===== config.mk =====
export PLATFORM = sky130hd
export DESIGN_NAME = id_ex_pipe_stage
export DESIGN_NICKNAME = d
export VERILOG_FILES = /design/src/rtl/id_ex_pipe_stage.sv
export SDC_FILE = /design/constraint.sdc
export NUM_CORES = 1
export LEC_CHECK = 0
export CORE_MARGIN = 8
export CORE_UTILIZATION = 30
export DETAILED_ROUTE_END_ITERATION = 6
export SLEW_MARGIN = 20
export SYNTH_ARGS = -nofsm -noshare
export SYNTH_HDL_FRONTEND = slang
export SYNTH_SLANG_ARGS = --single-unit
export TNS_END_PERCENT = 1

===== constraint.sdc =====
create_clock -name clk -period 1.75 [get_ports clk]
set_input_delay 0.35 -clock clk [delete_from_list [all_inputs] [get_ports clk]]
set_output_delay 0.35 -clock clk [all_outputs]
set_load 0.01 [all_outputs]

===== src/rtl/id_ex_pipe_stage.sv =====
// ID->EX pipeline stage: valid/ready handshake on both sides, a 2-entry skid buffer
// with a registered ready, flush, bubble/x0-safe rd_we and a saturating stall counter.
//
// state | meaning
// EMPTY | no instruction held, outputs invalid
// BUSY  | main register M holds the EX-side instruction, skid S empty
// FULL  | M and S both hold instructions, upstream is stalled
module id_ex_pipe_stage #(
    parameter int PC_WIDTH  = 10,
    parameter int XLEN      = 32,
    parameter int CNT_WIDTH = 16
) (
    input  logic                 clk,
    input  logic                 rst,
    input  logic                 flush,
    input  logic                 in_valid,
    output logic                 in_ready,
    input  logic [PC_WIDTH-1:0]  pc_i,
    input  logic [6:0]           opcode_i,
    input  logic [6:0]           funct7_i,
    input  logic [2:0]           funct3_i,
    input  logic [XLEN-1:0]      imm_i,
    input  logic [4:0]           rs1_addr_i,
    input  logic [4:0]           rs2_addr_i,
    input  logic [XLEN-1:0]      rs1_data_i,
    input  logic [XLEN-1:0]      rs2_data_i,
    input  logic                 rd_we_i,
    input  logic [4:0]           rd_addr_i,
    output logic                 out_valid,
    input  logic                 out_ready,
    output logic [PC_WIDTH-1:0]  pc,
    output logic [6:0]           opcode,
    output logic [6:0]           funct7,
    output logic [2:0]           funct3,
    output logic [XLEN-1:0]      imm,
    output logic [4:0]           rs1_addr,
    output logic [4:0]           rs2_addr,
    output logic [XLEN-1:0]      rs1_data,
    output logic [XLEN-1:0]      rs2_data,
    output logic                 rd_we,
    output logic [4:0]           rd_addr,
    output logic [CNT_WIDTH-1:0] stall_cnt
);

    typedef struct packed {
        logic [PC_WIDTH-1:0] pc;
        logic [6:0]          opcode;
        logic [6:0]          funct7;
        logic [2:0]          funct3;
        logic [XLEN-1:0]     imm;
        logic [4:0]          rs1_addr;
        logic [4:0]          rs2_addr;
        logic [XLEN-1:0]     rs1_data;
        logic [XLEN-1:0]     rs2_data;
        logic                rd_we;
        logic [4:0]          rd_addr;
    } payload_t;

    typedef enum logic [1:0] {
        EMPTY = 2'd0,
        BUSY  = 2'd1,
        FULL  = 2'd2
    } state_t;

    localparam logic [CNT_WIDTH-1:0] CNT_ONE = 1;

    state_t   state;
    state_t   state_nxt;
    payload_t m_q;
    payload_t s_q;
    payload_t in_pl;
    logic     in_ready_q;
    logic     acc;
    logic     deq;
    logic     load_m;
    logic     load_s;
    logic     shift;

    assign in_pl = '{
        pc:       pc_i,
        opcode:   opcode_i,
        funct7:   funct7_i,
        funct3:   funct3_i,
        imm:      imm_i,
        rs1_addr: rs1_addr_i,
        rs2_addr: rs2_addr_i,
        rs1_data: rs1_data_i,
        rs2_data: rs2_data_i,
        rd_we:    rd_we_i,
        rd_addr:  rd_addr_i
    };

    assign out_valid = (state != EMPTY);
    assign in_ready  = in_ready_q;
    assign acc       = in_valid & in_ready_q;
    assign deq       = out_valid & out_ready;

    // flush overrides every transition; payload registers are left stale on purpose
    always_comb begin
        state_nxt = state;
        load_m    = 1'b0;
        load_s    = 1'b0;
        shift     = 1'b0;
        if (flush) begin
            state_nxt = EMPTY;
        end else begin
            case (state)
                EMPTY: begin
                    if (acc) begin
                        load_m    = 1'b1;
                        state_nxt = BUSY;
                    end
                end
                BUSY: begin
                    if (acc && !deq) begin
                        load_s    = 1'b1;
                        state_nxt = FULL;
                    end else if (acc && deq) begin
                        load_m    = 1'b1;
                    end else if (deq) begin
                        state_nxt = EMPTY;
                    end
                end
                FULL: begin
                    if (deq) begin
                        shift     = 1'b1;
                        state_nxt = BUSY;
                    end
                end
                default: state_nxt = EMPTY;
            endcase
        end
    end

    always_ff @(posedge clk or negedge rst) begin
        if (!rst) begin
            state      <= EMPTY;
            in_ready_q <= 1'b1;
            m_q        <= '0;
            s_q        <= '0;
            stall_cnt  <= '0;
        end else begin
            state      <= state_nxt;
            in_ready_q <= (state_nxt != FULL);
            if (load_m) begin
                m_q <= in_pl;
            end else if (shift) begin
                m_q <= s_q;
            end
            if (load_s) begin
                s_q <= in_pl;
            end
            if (out_valid && !out_ready && (stall_cnt != '1)) begin
                stall_cnt <= stall_cnt + CNT_ONE;
            end
        end
    end

    assign pc       = m_q.pc;
    assign opcode   = m_q.opcode;
    assign funct7   = m_q.funct7;
    assign funct3   = m_q.funct3;
    assign imm      = m_q.imm;
    assign rs1_addr = m_q.rs1_addr;
    assign rs2_addr = m_q.rs2_addr;
    assign rs1_data = m_q.rs1_data;
    assign rs2_data = m_q.rs2_data;
    assign rd_addr  = m_q.rd_addr;
    // a bubble or a write to x0 must never reach the register file
    assign rd_we    = m_q.rd_we & out_valid & (m_q.rd_addr != 5'd0);

endmodule


; Yosys cells after proc, flatten, opt, wreduce, memory -nomap -nowiden
; Cells that the tools add are included.
[word_totals]
reg_bits = 297
latch_bits = 0
ramBits = 0
rom_bits = 0
input_bits = 144
output_inout_bits = 157
elab_cells = 64
n_memories = 0
[op_classes]
addsub = 1
n_mul = 0
n_div = 0
magnitude_cmp = 0
n_eq_ne = 4
n_shift = 0
n_mux = 20
bitwise = 4
reduce_logical = 10
[ops]
columns = operator, n
row1 = $mux 139, 2
row2 = $add 16x1->16 const B, 1
row3 = $ne 16x16->1 const B, 1
row4 = $mux 2, 6
row5 = $mux 1, 10
row6 = $pmux 2 s3, 1
row7 = $reduce_bool 5->1, 1
row8 = $and 1x1->1, 4
row9 = $logic_and 1x1->1, 4
row10 = $reduce_bool 2->1, 2
row11 = $eq 2x1->1 const B, 1
row12 = $eq 2x2->1 const B, 1
row13 = $logic_not 1->1, 2
row14 = $logic_not 2->1, 1
row15 = $ne 2x2->1 const B, 1
row16 = $pmux 1 s2, 1

; Depth between registers and ports, before layout
[logic_depth]
ltp_word = 8
depth_mapped = 7
depth_no_buf = 5

; Least setup slack after synthesis
; Ideal clock, no wire load.
[synth_timing]
path_type = register to register
startpoint = register stall_cnt[0]
endpoint = register stall_cnt[1]
setup_time_ns = 0.128
arrival_time_ns = 1.712
required_ns = 1.622
path_slack_ns = -0.089
stages_incl_launch_ff = 6
path_buffers = 0
period_less_slack_ns = 1.839
path_cell_list = dfrtp_1 -> ha_1 -> nand4_2 -> nor4_4 -> nor2_2 -> mux2_1
[synth_via]
elab_chain_len = 2
word_cells_on_any_way = 3
cone_classes = add/sub: 1 / eq/ne: 1 / reduce/logical: 1
[synth_lines]
columns = element, line
row1 = start: declaration, 42  ; output logic [CNT_WIDTH-1:0] stall_cnt
row2 = start signal: assignment, 154  ; stall_cnt <= stall_cnt + CNT_ONE;
row3 = "parallel branches: the longest is 2 deep, another holds $add 16x1->16", --
; Parallel ways; which one is timed is not known.
; A chain may end at the register's enable or synchronous reset.

; Worst setup path in the final report
[layout_timing]
startpoint = register m_q, in the netlist rd_addr[1]
endpoint = output port rd_we
[layout_via]
elab_chain_len = 2
[layout_lines]
columns = element, line
row1 = start: declaration, 69  ; payload_t m_q;
row2 = start signal: assignment, 146  ; m_q <= in_pl;
row3 = start signal: assignment, 148  ; m_q <= s_q;
row4 = $reduce_bool 5->1, 170  ; assign rd_we = m_q.rd_we & out_valid & (m_q.rd_addr != 5'd0);
row5 = $and 1x1->1, 170
row6 = end: declaration, 40  ; output logic rd_we,
; No other way between the ends.

==> impl_metrics.env <==
export IMPL_p_sw_mw=5.44
export IMPL_ctsRootBufferMaster="clkbuf_16"
export IMPL_vias=8844
export IMPL_initial_core_util=0.301
export IMPL_clk_pin_slew_ps=60
export IMPL_synth_area_per_cell_um2=12.0
export IMPL_grt_antenna_before_repair=2
export IMPL_crit_type="register to output pin"
export IMPL_totalWireLength_mm=34.5
export IMPL_synth_edf_count=0
export IMPL_crit_slowest_cell="or3_1"
export IMPL_p_int_mw=15.0
export IMPL_final_hold_violation_count=0
export IMPL_setup_viol=128
export IMPL_clock_latency_ps=530
export IMPL_crit_chain="or3_1 > o311a_1 > buf_2"
export IMPL_status="finished with violations"
export IMPL_drv_slew=0
export IMPL_multi_input_area_um2=4730
export IMPL_relSlewSlack=0.663
export IMPL_gp_congestion=0.777
export IMPL_fin_crit_sh=1.19
export IMPL_synth_seq_cells=297
export IMPL_clkSinkCount=297
export IMPL_netlist_area_um2=13500
export IMPL_cts_buffers=34
export IMPL_overflow=0
export IMPL_io_buffers=300
export IMPL_synth_cell_types=38
export IMPL_cts_max_level=2
export IMPL_path_buf_inv=1
export IMPL_drtPass1Iterations=4
export IMPL_rrSetupSlack_ps=-140
export IMPL_synthTopCellsByArea="dfrtp_1 (55%), mux2_2 (12%), mux2i_1 (10%)"
export IMPL_syn_nets=1269
export IMPL_ir_worst_vdd_mv=0.620
export IMPL_layout_setup_ws_ps=-341
export IMPL_critPathTopFamily="simple AND/OR/NAND/NOR gates"
export IMPL_tightest_slew_ps=506
export IMPL_clkPwrFrac=0.341
export IMPL_layout_common_cells="dfrtp_1 (295), dlygate4sd2_1 (151), nand2_1 (142), clkdlybuf4s50_1 (142), mux2_2 (139)"
export IMPL_grt_pass1_wl_mm=53.9
export IMPL_met2WireLength_mm=16.1
export IMPL_cts_tree="built"
export IMPL_met1_length_mm=15.5
export IMPL_n_antenna_cell=0
export IMPL_synth_warnings=0
export IMPL_ant_nets=0
export IMPL_grt_setup_unrepaired="true"
export IMPL_required_ps=1400
export IMPL_viasPerCell=4.40
export IMPL_ioPinCount=301
export IMPL_route_detailed_drc=0
export IMPL_post_dp_cell_area_um2=17100
export IMPL_setup_tns_ps=-9090
export IMPL_async_flop_share=1.00
export IMPL_layout_commonest_cell="dfrtp_1"
export IMPL_grt_max_degree=56
export IMPL_cp_start_kind="register"
export IMPL_p_seq_frac=0.459
export IMPL_fmax_ghz=0.478
export IMPL_yosysSeqAreaShare=0.550
export IMPL_dieArea_um2=52100
export IMPL_power_density_nw_per_um2=1120
export IMPL_dp_hpwl_mm=24.4
export IMPL_crit_arrival_ps=1740
export IMPL_synth_cells=1124
export IMPL_core_area_um2=45000
export IMPL_route_met3_wl_mm=2.21
export IMPL_rows=78
export IMPL_dr_first_iter_drc_count=386
export IMPL_pre_cts_ws_ps=-331
export IMPL_critPathCaptureType="output pin"
export IMPL_skew_ps=27.7
export IMPL_grt_pass1_vias=9358
export IMPL_synth_top_cell_area_share=0.548
export IMPL_violations="negative setup slack"
export IMPL_post_route_util=0.407
export IMPL_swShare=0.266
export IMPL_avgRoutedWirePerCell_um=17.2
export IMPL_p_leak_nw=8.08
export IMPL_cap_violations=0
export IMPL_fin_crit_ps=2090
export IMPL_top_layer="met5"
export IMPL_seq_area_um2=7430
export IMPL_power_frac_comb=0.199
export IMPL_grt_usage=0.126
export IMPL_drive_gt1_frac=0.243
export IMPL_netlist_top_cell_by_area="dfrtp_1"
export IMPL_die_y_um=228
export IMPL_nFillCells=4348
export IMPL_max_stage_delay_ps=380
export IMPL_synth_ff_type="dfrtp_1"
export IMPL_worstHoldPathType="primary input to asynchronous set/reset pin"
export IMPL_final_area_um2=18300
export IMPL_cp_max_fo=2
export IMPL_fp_dieW_um=228
export IMPL_nNetsFinal=1536
export IMPL_total_power_mw=20.5
export IMPL_area_growth_pct=35.5
export IMPL_clk_path_buf_depth=3
-- registers in the layout, indices dropped and copies added (netlist names) --
signal     count
rs1_data      32
s_q          139
m_q            1
rs2_data      32
imm           32
opcode         7
rs2_addr       5
funct7         7
pc            10
rs1_addr       5
rd_addr        5
stall_cnt     16
state          2
in_ready       1
funct3         3
-- kinds of logic after synthesis --
logic type / count (synthesis) / share of synthesized area
fa+ha+maj: 1 / 0.000925
mux: 279 / 0.219
compound gates: 143 / 0.0540
xor+xnor: 16 / 0.0104
buf+inv: 202 / 0.105
simple gates: 186 / 0.0612
flops: 297 / 0.550
-- through the flow --
stage | hold slack, ps | cells
2_1_floorplan | 54.4 | 1124
3_3_place_gp | 335 | 1939
3_5_place_dp | 344 | 1939
4_1_cts | 340 | 1998
5_1_grt | 374 | 2011
6_report | 368 | 2011
-- cell type report --
class,instances,share of cell area
multi-input combinational,625,0.258
timing repair buffer,431,0.236
tap,600,0.0410
sequential,297,0.406
clock buffer,46,0.0533
inverter,2,0.000410
clock inverter,10,0.00607
-- power groups by stage --
stage	logic [mW]	clock network, mW	registers (mW)
2_1_floorplan	2.90	0	9.26
3_3_place_gp	4.41	0	9.47
3_5_place_dp	4.52	0	9.54
4_1_cts	4.11	7.27	9.41
5_1_grt	4.49	7.51	9.60
6_report	4.08	6.99	9.41
-- path summary, 6_finish.rpt --
check	start	endpoint	cells past startpoint
worst min-delay path	rst	opcode[1]$_DFFE_PN0P_	2
min in group clk	rs1_data_i[2]	rs1_data[2]$_DFFE_PN0P_	3
worst min register to register	stall_cnt[15]$_DFFE_PN0P_	stall_cnt[15]$_DFFE_PN0P_	1
worst max register to register	state[0]$_DFF_PN0_	opcode[3]$_DFFE_PN0P_	8
worst max-delay path	rd_addr[1]$_DFFE_PN0P_	rd_we	3
max in group asynchronous	rst	s_q[23]$_DFFE_PN0P_	3
-- layer usage --
metal / vias up / global-route usage
li1: 4259 / -
met1: 4331 / 0.161
met2: 205 / 0.203
met3: 45 / 0.0441
met4: 4 / 0.0337
met5: - / 0
-- what timing repair did --
item	in CTS	in global routing
hold buffers	1	0
pin swaps	2	4
hold endpoints to repair	37	0
gates resized for setup	182	32
cloned	0	4
endpoints found under the setup margin	228	282
buffers inserted	2	9
-- synthesized netlist by cell type (2+ instances only) --
cell type,instances
dfrtp_1,296
nand2_1,146
buf_4,139
mux2_2,139
mux2i_1,139
o21ai_1,120
buf_2,29
o21ai_0,20
clkbuf_1,18
xor2_1,15
buf_6,13
nor4_1,7
nand3_1,5
nor3_1,5
and3_1,3
nor2_1,3
nor3b_1,3
inv_1,2
nand4_1,2
nor4_4,2
Note: power is estimated with default switching activity, not from simulation.
